`src/rtl/nes_pkg.sv`:
```
// Shared NES-side constants and types used by the bus-side controllers.
package nes_pkg;

  // CPU write to this address starts a sprite DMA.
  localparam logic [15:0] DMA_TRIG_ADDR = 16'h4014;

  // Bytes copied per transfer (one WRAM page into the whole of OAM).
  localparam int          OAM_SIZE      = 256;

  // Index of the last byte in a transfer.
  localparam logic [7:0]  DMA_LAST_IDX  = 8'(OAM_SIZE - 1);

  typedef enum logic [2:0] {
    IDLE  = 3'd0,
    HALT  = 3'd1,
    ALIGN = 3'd2,
    READ  = 3'd3,
    WRITE = 3'd4
  } dma_state_t;

endpackage

```
`src/rtl/oam_dma_ctrl.sv`:
```
// Sprite DMA engine: snoops CPU writes to $4014, halts the CPU and copies
// the selected WRAM page into PPU OAM, one byte per two CPU cycles.
module oam_dma_ctrl
  import nes_pkg::*;
(
  input  logic        clk,
  input  logic        reset,
  input  logic        cpu_ce,
  input  logic [15:0] cpu_addr,
  input  logic [7:0]  cpu_data,
  input  logic        cpu_r_nw,
  input  logic [7:0]  oam_addr_start,
  input  logic [7:0]  wram_data_in,
  output logic [15:0] dma_addr,
  output logic        dma_rd,
  output logic        oam_dma,
  output logic        dma_rdy,
  output logic [7:0]  oam_addr,
  output logic [7:0]  oam_data,
  output logic        oam_we
);

  dma_state_t  state, state_d;
  logic        par;
  logic [7:0]  page, page_d;
  logic [7:0]  idx, idx_d;
  logic [7:0]  oaddr, oaddr_d;
  logic [15:0] dma_addr_d;
  logic        dma_rd_d;
  logic [7:0]  oam_addr_d;
  logic [7:0]  oam_data_d;
  logic        oam_we_d;

  // Register state, parity, counters and all outputs; reset aborts at once.
  // NOTE: sequential state uses non-blocking assignments so every register
  // samples the pre-edge values and simulation matches the synthesized flops.
  always_ff @(posedge clk or posedge reset) begin
    if (reset) begin
      state    <= IDLE;
      par      <= 1'b0;
      page     <= 8'h00;
      idx      <= 8'h00;
      oaddr    <= 8'h00;
      dma_addr <= 16'h0000;
      dma_rd   <= 1'b0;
      oam_addr <= 8'h00;
      oam_data <= 8'h00;
      oam_we   <= 1'b0;
    end else begin
      state    <= state_d;
      if (cpu_ce) par <= ~par;
      page     <= page_d;
      idx      <= idx_d;
      oaddr    <= oaddr_d;
      dma_addr <= dma_addr_d;
      dma_rd   <= dma_rd_d;
      oam_addr <= oam_addr_d;
      oam_data <= oam_data_d;
      oam_we   <= oam_we_d;
    end
  end

  // Next-state and next-output logic; everything advances only on cpu_ce.
  // A cpu_ce clock is "even" when par is 0 on it. READ is always entered on
  // an even cpu_ce so the WRAM fetch lines up with the CPU's read slot.
  always_comb begin
    // NOTE: every signal gets a default (hold, or 0 for the strobe) before
    // the case statement, so no path leaves one unassigned and no latch forms.
    state_d    = state;
    page_d     = page;
    idx_d      = idx;
    oaddr_d    = oaddr;
    dma_addr_d = dma_addr;
    dma_rd_d   = dma_rd;
    oam_addr_d = oam_addr;
    oam_data_d = oam_data;
    oam_we_d   = 1'b0;

    if (cpu_ce) begin
      unique case (state)
        IDLE: begin
          if (cpu_addr == DMA_TRIG_ADDR && !cpu_r_nw) begin
            page_d  = cpu_data;
            oaddr_d = oam_addr_start;
            idx_d   = 8'h00;
            state_d = HALT;
          end
        end

        // Dummy cycle so the CPU can finish its $4014 write.
        HALT: begin
          if (!par) begin
            state_d    = READ;
            dma_addr_d = {page, idx};
            dma_rd_d   = 1'b1;
          end else begin
            state_d    = ALIGN;
          end
        end

        // Extra dummy cycle that puts READ back on an even cpu_ce.
        ALIGN: begin
          state_d    = READ;
          dma_addr_d = {page, idx};
          dma_rd_d   = 1'b1;
        end

        // WRAM sees the address this cycle; its data arrives for WRITE.
        READ: begin
          state_d    = WRITE;
          dma_addr_d = 16'h0000;
          dma_rd_d   = 1'b0;
        end

        WRITE: begin
          oam_data_d = wram_data_in;
          oam_addr_d = oaddr;
          oam_we_d   = 1'b1;
          idx_d      = idx + 8'd1;
          oaddr_d    = oaddr + 8'd1;
          if (idx == DMA_LAST_IDX) begin
            state_d = IDLE;
          end else begin
            state_d    = READ;
            dma_addr_d = {page, idx + 8'd1};
            dma_rd_d   = 1'b1;
          end
        end

        default: state_d = IDLE;
      endcase
    end
  end

  // Busy whenever a transfer is in flight; the CPU runs only when idle.
  always_comb begin
    oam_dma = (state != IDLE);
    dma_rdy = ~oam_dma;
  end

endmodule

```
`config.mk`:
```
export PLATFORM = sky130hd
export DESIGN_NAME = oam_dma_ctrl
export DESIGN_NICKNAME = d
export VERILOG_FILES = /design/src/rtl/nes_pkg.sv /design/src/rtl/oam_dma_ctrl.sv
export SDC_FILE = /design/constraint.sdc
export NUM_CORES = 1
export LEC_CHECK = 0
export ABC_AREA = 1
export CAP_MARGIN = 20
export CORE_UTILIZATION = 44
export CTS_CLUSTER_SIZE = 25
export DETAILED_ROUTE_END_ITERATION = 16
export PLACE_DENSITY_LB_ADDON = 0.12
export SLEW_MARGIN = 20
export SYNTH_ARGS = -nofsm -noshare
export SYNTH_HDL_FRONTEND = slang
export SYNTH_SLANG_ARGS = --single-unit
```
`constraint.sdc`:
```
create_clock -name clk -period 1.7 [get_ports clk]
set_input_delay 0.17 -clock clk [delete_from_list [all_inputs] [get_ports clk]]
set_output_delay 0.17 -clock clk [all_outputs]
set_load 0.01 [all_outputs]
```
* After elaboration in Yosys (flattened, before gate mapping) *
Index checks and enable logic that the tools add are counted.

storage, ports and cells
  flip-flop bits (word level) = 62
  bits of input ports = 44
  word-level logic and storage cells = 50
  output and inout port bits = 36

cells by class
  add/sub/neg operators = 2
  reduce and logical (&&, ||, !) cells = 11
  muxes and demuxes = 16
  bitwise gates (word level) = 2
  equal/unequal tests = 9

operator list
  cell                                                               count
  16-bit one-hot mux with 4 select lines                             1
  16-bit two-way mux                                                 2
  8-bit one-hot mux with 2 select lines                              2
  8-bit by 1-bit adder with 8-bit output, second input constant      2
  16-bit by 15-bit == test with 1-bit output, second input constant  1
  8-bit two-way mux                                                  2
  3-bit one-hot mux with 5 select lines                              1
  8-bit == test, second input constant                               1
  3-bit by 2-bit == test with 1-bit output, second input constant    2
  2-bit != test, second input constant                               3
  3-bit AND reduction                                                2
  1-bit two-way mux                                                  5
  1-bit one-hot mux with 4 select lines                              1
  2-bit AND reduction                                                2
  4-bit AND reduction                                                1
  4-bit nonzero test                                                 1
  3-bit by 1-bit == test with 1-bit output, second input constant    1
  3-bit == test, second input constant                               1
  3-bit logical NOT                                                  1
  3-bit two-way mux                                                  1
  3-bit nonzero test                                                 1
  2-bit two-way mux                                                  1
  1-bit inverter                                                     2
  2-bit nonzero test                                                 1
  2 further kinds                                                    2

* Depth between registers and ports, before layout *
Gate-level depths: netlist (run 1).

  depth in word-level cells = 4
  gate-level depth with buffers = 10
  mapped depth without buffers = 9

* Worst setup path after synthesis (run 1) *
Ideal clock, no wire load.

  path type = register to register
  from = reg idx[0]
  to = reg dma_addr[10]
  path slack = 133 ps
  library setup time = 118 ps
  clock period less this slack = 1567 ps
  path buffers = 1
  data arrival time = 1450 ps
  cell stages (with the launch flop) = 10
  required time = 1582 ps
  path through = dfrtp_1 -> ha_1 -> nand2_1 -> nor2_1 -> nand3_1 -> nor2_4 -> nor2_4 -> buf_6 -> nand3_1 -> nand2_1

between the ends
  cells in the longest elaborated chain, start to end = 3

RTL lines
  element                               RTL line             RTL
  start: declaration                    oam_dma_ctrl.sv:26   logic [7:0] idx, idx_d;
  start signal: assignment              oam_dma_ctrl.sv:53   idx <= idx_d;
  8-bit == test                         oam_dma_ctrl.sv:121  if (idx == DMA_LAST_IDX) begin
  2-bit != test (no source line)        --
  4-bit AND reduction (no source line)  --
  end signal: assignment                oam_dma_ctrl.sv:55   dma_addr <= dma_addr_d;
  end: declaration                      oam_dma_ctrl.sv:14   output logic [15:0] dma_addr,

Every way passes these cells.
A chain may end at the register's enable or synchronous reset.

* Final worst setup path (run 1) *
  from = reg state[1]
  to = reg dma_addr[3]

between the ends
  cells in the longest elaborated chain, start to end = 3
  elaborated cells between the ends (all ways) = 9
  those cells by class = eq/ne: 6; mux: 1; reduce/logical: 2

RTL lines
  element                                                                      RTL line            RTL
  start: declaration                                                           oam_dma_ctrl.sv:23  dma_state_t state, state_d;
  start signal: assignment                                                     oam_dma_ctrl.sv:50  state <= state_d;
  3-bit == test, or another cell as far along                                  oam_dma_ctrl.sv:80  unique case (state)
  4-bit nonzero test (no source line) / 2-bit != test (equally long branches)  --
  4-bit AND reduction (no source line)                                         --

Parallel ways exist; a longest one is shown, timed or not.

==> impl_metrics.json, run 1 <==
{
  "synthXorXnorAreaFrac_pct": 0.276,
  "io-pin-count": 80,
  "ir_drop_mv": 0.948,
  "max_freq_ghz": 0.614,
  "maxSlewViolCount": 0,
  "cp-start-kind": "flop",
  "holdWs_ns": 0.255,
  "io_buffers": 79,
  "clk_pin_slew_ns": 0.08,
  "drive_gt1_share_pct": 13.5,
  "rsz0062_at_grt": "yes",
  "via_per_inst": 4.79,
  "hold_viol_final": 0,
  "drv_cap": 0,
  "synth-simple-area-share_pct": 38.1,
  "cp.required_ns": 1.92,
  "wl_per_cell_microns": 12.2,
  "drc": 0,
  "drtAntennaViolNets": 0,
  "cts_htree_levels": 3,
  "arrival_ns": 1.85,
  "synthArstFlopShare_pct": 100,
  "synth_warnings": 0,
  "synth_edf_count": 0,
  "power_density_mw_per_mm2": 1290,
  "grt_pass1_vias": 2877,
  "outcome": "finished clean",
  "syn_inst": 415,
  "fp.dieH_microns": 86.9,
  "die_w_microns": 86.9,
  "place_congestion": 0.827,
  "synth_compound_area_share_pct": 4.46,
  "grt_pass1_wl_microns": 12900,
  "clock_sink_count": 62,
  "seq_area_frac_synth_pct": 48.9,
  "crit_type": "reg -> reg",
  "area_delta_synth_final_pct": 38.4,
  "num_rows": 30,
  "grt_max_degree": 63,
  "fin_crit_sh_pct": 95.7,
  "clockRootBuffer": "clkbuf_8",
  "synth_top_family_by_area": "simple AND/OR/NAND/NOR gates",
  "cts_tree": "built",
  "hold_path.class": "in -> async",
  "cp-end-kind": "flop",
  "synth_ff_type": "dfrtp_1",
  "grtUsageTotal_pct": 22.4,
  "cp_max_fo": 17,
  "cts_buffers": 9,
  "fin_nets": 561,
  "synth_seq_cells": 62,
  "wirelength_microns": 7540,
  "syn_nets": 461,
  "start_util_pct": 46.2,
  "slew_headroom_pct": 77.9,
  "fin_crit_ns": 1.63,
  "clock_path_buffers": 2,
  "dpl.hpwl_microns": 5310,
  "cts_hold_buf": 0,
  "antenna_found_initial": 0,
  "antenna_cells": 0,
  "setup_viol": 0,
  "core_area_sq_mm": 0.00687,
  "clk_latency_ns": 0.35,
  "avgSynthCellArea_sq_um": 7.64,
  "final_cell_mix": "nand2_1 (196), clkdlybuf4s50_1 (77), dfrtp_1 (62)",
  "fin_skew_ns": 0.0140,
  "ys_types": 26,
  "worstMarginPinSlew_ns": 0.332,
  "dr.pass1.iters": 4,
  "syn-cell-area_sq_mm": 0.00317,
  "finalSetupTns_ns": 0,
  "gr-total-overflow": 0,
  "final_common_cell": "nand2_1",
  "leakage_nw": 2.26,
  "num_vias": 2949,
  "synth_fa_ha_area_share_pct": 0.789,
  "die_area_sq_mm": 0.00755,
  "synth.area.mux_share_pct": 0,
  "initialDrtViolationCount": 172
}
-- cells in the mapped netlist, types with 2 or more instances --
library cell    n  area share [%]
buf_4           3            0.71
buf_6           7             2.5
clkbuf_1        3            0.36
dfrtp_1        62              49
ha_1            2            0.79
inv_1          25             3.0
inv_2           6            0.71
nand2_1       196              23
nand2_2         2            0.39
nand3_1        39             6.2
nand3_2         2            0.63
nor2_1         31             3.7
nor2_4          6             2.1
o21ai_0        10             1.6
o21ai_1         5            0.79
o21ai_2         6             1.7
-- logic make-up (layout without fill, tap and decap cells) --
logic type      count (synthesis)  after routing
xor+xnor                        1              1
compound gates                 23             23
fa+ha+maj                       2              2
simple gates                  282            282
buf+inv                        45            150
flops                          62             62
-- power breakdown --
part           switching, W  total [W]  internal, W
clock network      0.000601    0.00121     0.000605
logic               0.00125    0.00234      0.00108
registers          0.000284    0.00211      0.00183
-- timing repair --
item,4_1_cts,5_1_grt
pin swaps,1,0
setup buffers,2,2
gates resized for setup,2,7
endpoints found under the setup margin,2,20
-- sequential cells by signal, indices dropped and copies added (netlist names) --
name      flops
idx           8
dma_addr     16
par           1
dma_rd        1
page          8
oam_we        1
oam_addr      8
state         3
oaddr         8
oam_data      8
-- worst paths after layout --
kind,depth (start not counted),slack [ns],startpoint,endpoint
setup reg to reg,10,0.07,state[1]$_DFFE_PP0P_,dma_addr[3]$_DFFE_PP0P_
setup / recovery,10,0.07,state[1]$_DFFE_PP0P_,dma_addr[3]$_DFFE_PP0P_
hold / removal,3,0.25,reset,dma_addr[15]$_DFFE_PP0P_
hold reg to reg,2,0.47,oam_data[7]$_DFFE_PP0P_,oam_data[7]$_DFFE_PP0P_
max in group asynchronous,3,1.17,reset,idx[5]$_DFFE_PP0P_
min in group clk,3,0.35,cpu_data[2],page[2]$_DFFE_PP0P_
-- layer usage --
layer / GRT usage [%] / up-vias / wire length (microns)
met5: 0 / - / 0
met4: 12.0 / 0 / 182
met3: 4.64 / 15 / 400
met2: 38.1 / 74 / 3700
met1: 26.7 / 1370 / 3250
li1: - / 1490 / -
-- metrics by stage --
step,util (%),worst slack (ns),total power (W),area (sq um),instances
6_report,63.9,0.0726,0.00565,4390,616
5_1_grt,63.9,-0.0224,0.00608,4390,616
4_1_cts,63.4,0.0288,0.00569,4350,614
3_5_place_dp,60.5,-0.0537,0.00443,4150,596
3_3_place_gp,60.5,0.0336,0.00436,4150,596
2_1_floorplan,-,0.133,0.00341,3170,415
-- area by class of cell --
| type | instances | area (sq um) |
|---|---|---|
| well taps | 96 | 120 |
| multi-input cells | 308 | 1390 |
| flip-flops and latches | 62 | 1550 |
| clock buffers | 11 | 151 |
| repair buffers | 102 | 1010 |
| fillers | 629 | 2480 |
| clock inverters | 5 | 33.8 |
| inverters | 32 | 134 |
-- critical path: stages (launching register included) --
cell,delay (ns)
dfrtp_1,0.44
nor2_4,0.12
buf_4,0.15
inv_2,0.06
nor2_8,0.13
inv_6,0.10
nor2_4,0.13
nor2_4,0.05
buf_12,0.14
o21ai_0,0.09
nand2_1,0.08
Power figures use the tool's default switching activity.
==> run 2: changes to the inputs <==
--- a/config.mk
+++ b/config.mk
@@ -7,7 +7,7 @@
 export LEC_CHECK = 0
 export ABC_AREA = 1
 export CAP_MARGIN = 20
-export CORE_UTILIZATION = 44
+export CORE_UTILIZATION = 23
 export CTS_CLUSTER_SIZE = 25
 export DETAILED_ROUTE_END_ITERATION = 16
 export PLACE_DENSITY_LB_ADDON = 0.12
==> run 2 against run 1 <==
Compared with the run above:
- via count shrank 1.9%
- power increased by 8.4%
- worst hold slack better by 0.029 ns
- clock skew fell by 0.0050 ns
==> impl_metrics.json, run 2 (synthesis results as in run 1) <==
{
  "io-pin-count": 80,
  "grt_pass1_wl_microns": 14100,
  "initialDrtViolationCount": 112,
  "wirelength_microns": 8310,
  "via_per_inst": 4.15,
  "layout.cells.non_filler": 697,
  "regMostFlops": "dma_addr",
  "setup_viol": 0,
  "crit_type": "reg -> out",
  "fin_nets": 562,
  "cts_hold_buf": 0,
  "timing.rr.start": "state[1]$_DFFE_PP0P_",
  "drtAntennaViolNets": 0,
  "reg2regPathDepth": 9,
  "max_freq_ghz": 0.608,
  "die_w_microns": 119,
  "clock_sink_count": 62,
  "die_area_sq_mm": 0.0143,
  "cp_max_fo": 4,
  "dr.pass1.iters": 4,
  "wl_per_cell_microns": 11.9,
  "largest_reg_flops": 16,
  "dp_slack_ns": -0.0471,
  "place_congestion": 0.755,
  "dpl.hpwl_microns": 5830,
  "cts_tree": "built",
  "ir_drop_mv": 0.403,
  "final_common_cell": "nand2_1",
  "fin_skew_ns": 0.00895,
  "fp.dieH_microns": 119,
  "clk_latency_ns": 0.33,
  "gr-total-overflow": 0,
  "outcome": "finished clean",
  "drive_gt1_share_pct": 12.9,
  "core_area_sq_mm": 0.0133,
  "hold_path.class": "in -> async",
  "fin_util_pct": 34.2,
  "grtUsageTotal_pct": 12.8,
  "num_rows": 42,
  "slew_headroom_pct": 76.7,
  "worstMarginPinSlew_ns": 0.350,
  "clockRootBuffer": "clkbuf_16",
  "cp-endpoint": "dma_rdy",
  "final_cell_mix": "nand2_1 (196), clkdlybuf4s50_1 (77), dfrtp_1 (62)",
  "startpoint": "state[1]$_DFFE_PP0P_",
  "antenna_found_initial": 0,
  "cts_htree_levels": 3,
  "clock_path_buffers": 2,
  "placed_cells": 677,
  "grt_pass1_vias": 2864,
  "num_vias": 2892,
  "cp-end-kind": "output port",
  "io_buffers": 79,
  "power_density_mw_per_mm2": 1340,
  "r2r_slack_ns": 0.13,
  "antenna_cells": 0,
  "arrival_ns": 1.47,
  "finalSetupTns_ns": 0,
  "leakage_nw": 2.30,
  "fillers": 1428,
  "fin_crit_sh_pct": 96.7,
  "fin_crit_ns": 1.64,
  "grt_max_degree": 63,
  "clk_pin_slew_ns": 0.05,
  "cp.required_ns": 1.53,
  "drc": 0,
  "maxSlewViolCount": 0,
  "cts_buffers": 9,
  "cp-start-kind": "flop",
  "drv_cap": 0,
  "start_util_pct": 23.8,
  "fin_ws_ns": 0.0560,
  "hold_viol_final": 0,
  "area_delta_synth_final_pct": 44.0,
  "reg2reg_to": "dma_addr[10]$_DFFE_PP0P_"
}
[run 2: routing by layer]
metal	global-route usage (%)	part of all wire, %	vias to the layer above
li1	-	-	1488
met1	16.2	48	1327
met2	20.7	47	69
met3	3.40	4.2	8
met4	4.92	1.4	0
met5	0	0	-
[run 2: worst min-delay path by stage]
stage	startpoint	to	cells after the start
floorplan	cpu_ce	par$_DFFE_PP0P_	1
global placement	oam_data[0]$_DFFE_PP0P_	oam_data[0]$_DFFE_PP0P_	2
detailed placement	page[7]$_DFFE_PP0P_	page[7]$_DFFE_PP0P_	2
CTS	reset	dma_addr[0]$_DFFE_PP0P_	3
global route	reset	dma_addr[1]$_DFFE_PP0P_	3
finish	reset	oam_data[6]$_DFFE_PP0P_	3
[run 2: layout make-up]
class / instances / area, sq um / share of cell area (%)
Sequential cell: 62 / 1550 / 34.0
Multi-Input combinational cell: 308 / 1380 / 30.3
Timing Repair Buffer: 103 / 1010 / 22.2
Clock buffer: 12 / 246 / 5.40
Tap cell: 176 / 220 / 4.82
Inverter: 32 / 129 / 2.82
Clock inverter: 4 / 22.5 / 0.493
[run 2: critical path, cell delays in order (launching register included)]
cell and delay, ns:
dfrtp_1 0.41, nor2_4 0.16, buf_4 0.13, nand2_2 0.07, inv_2 0.08, dlygate4sd2_1 0.28
[run 2: what timing repair did]
action,CTS,global route
buffers inserted,0,4
pin swaps,1,2
endpoints found under the setup margin,2,26
resized for setup,2,4
gates cloned,0,0
[run 2: stage by stage]
stage | instance area (sq um) | hold slack (ns) | power (W)
after floorplan | 3170 | 0.257 | 0.00341
after global placement | 4260 | 0.454 | 0.00446
after detailed placement | 4260 | 0.460 | 0.00448
after CTS | 4530 | 0.295 | 0.00617
after global routing | 4570 | 0.315 | 0.00659
final | 4570 | 0.284 | 0.00613
[run 2: where the power goes]
part / leakage, nW / switching (W) / total, W / internal (W)
Clock: 0.132 / 0.000650 / 0.00167 / 0.00102
Combinational: 1.34 / 0.00126 / 0.00236 / 0.00110
Sequential: 0.824 / 0.000269 / 0.00210 / 0.00183
Total: 2.30 / 0.00218 / 0.00613 / 0.00395
==> run 3: changes to the inputs <==
--- a/config.mk
+++ b/config.mk
@@ -6,7 +6,6 @@
 export NUM_CORES = 1
 export LEC_CHECK = 0
 export ABC_AREA = 1
-export CAP_MARGIN = 20
 export CORE_UTILIZATION = 23
 export CTS_CLUSTER_SIZE = 25
 export DETAILED_ROUTE_END_ITERATION = 16
==> results of run 3 <==
No change in the layout: final DEF, timing and power equal those of run 2.
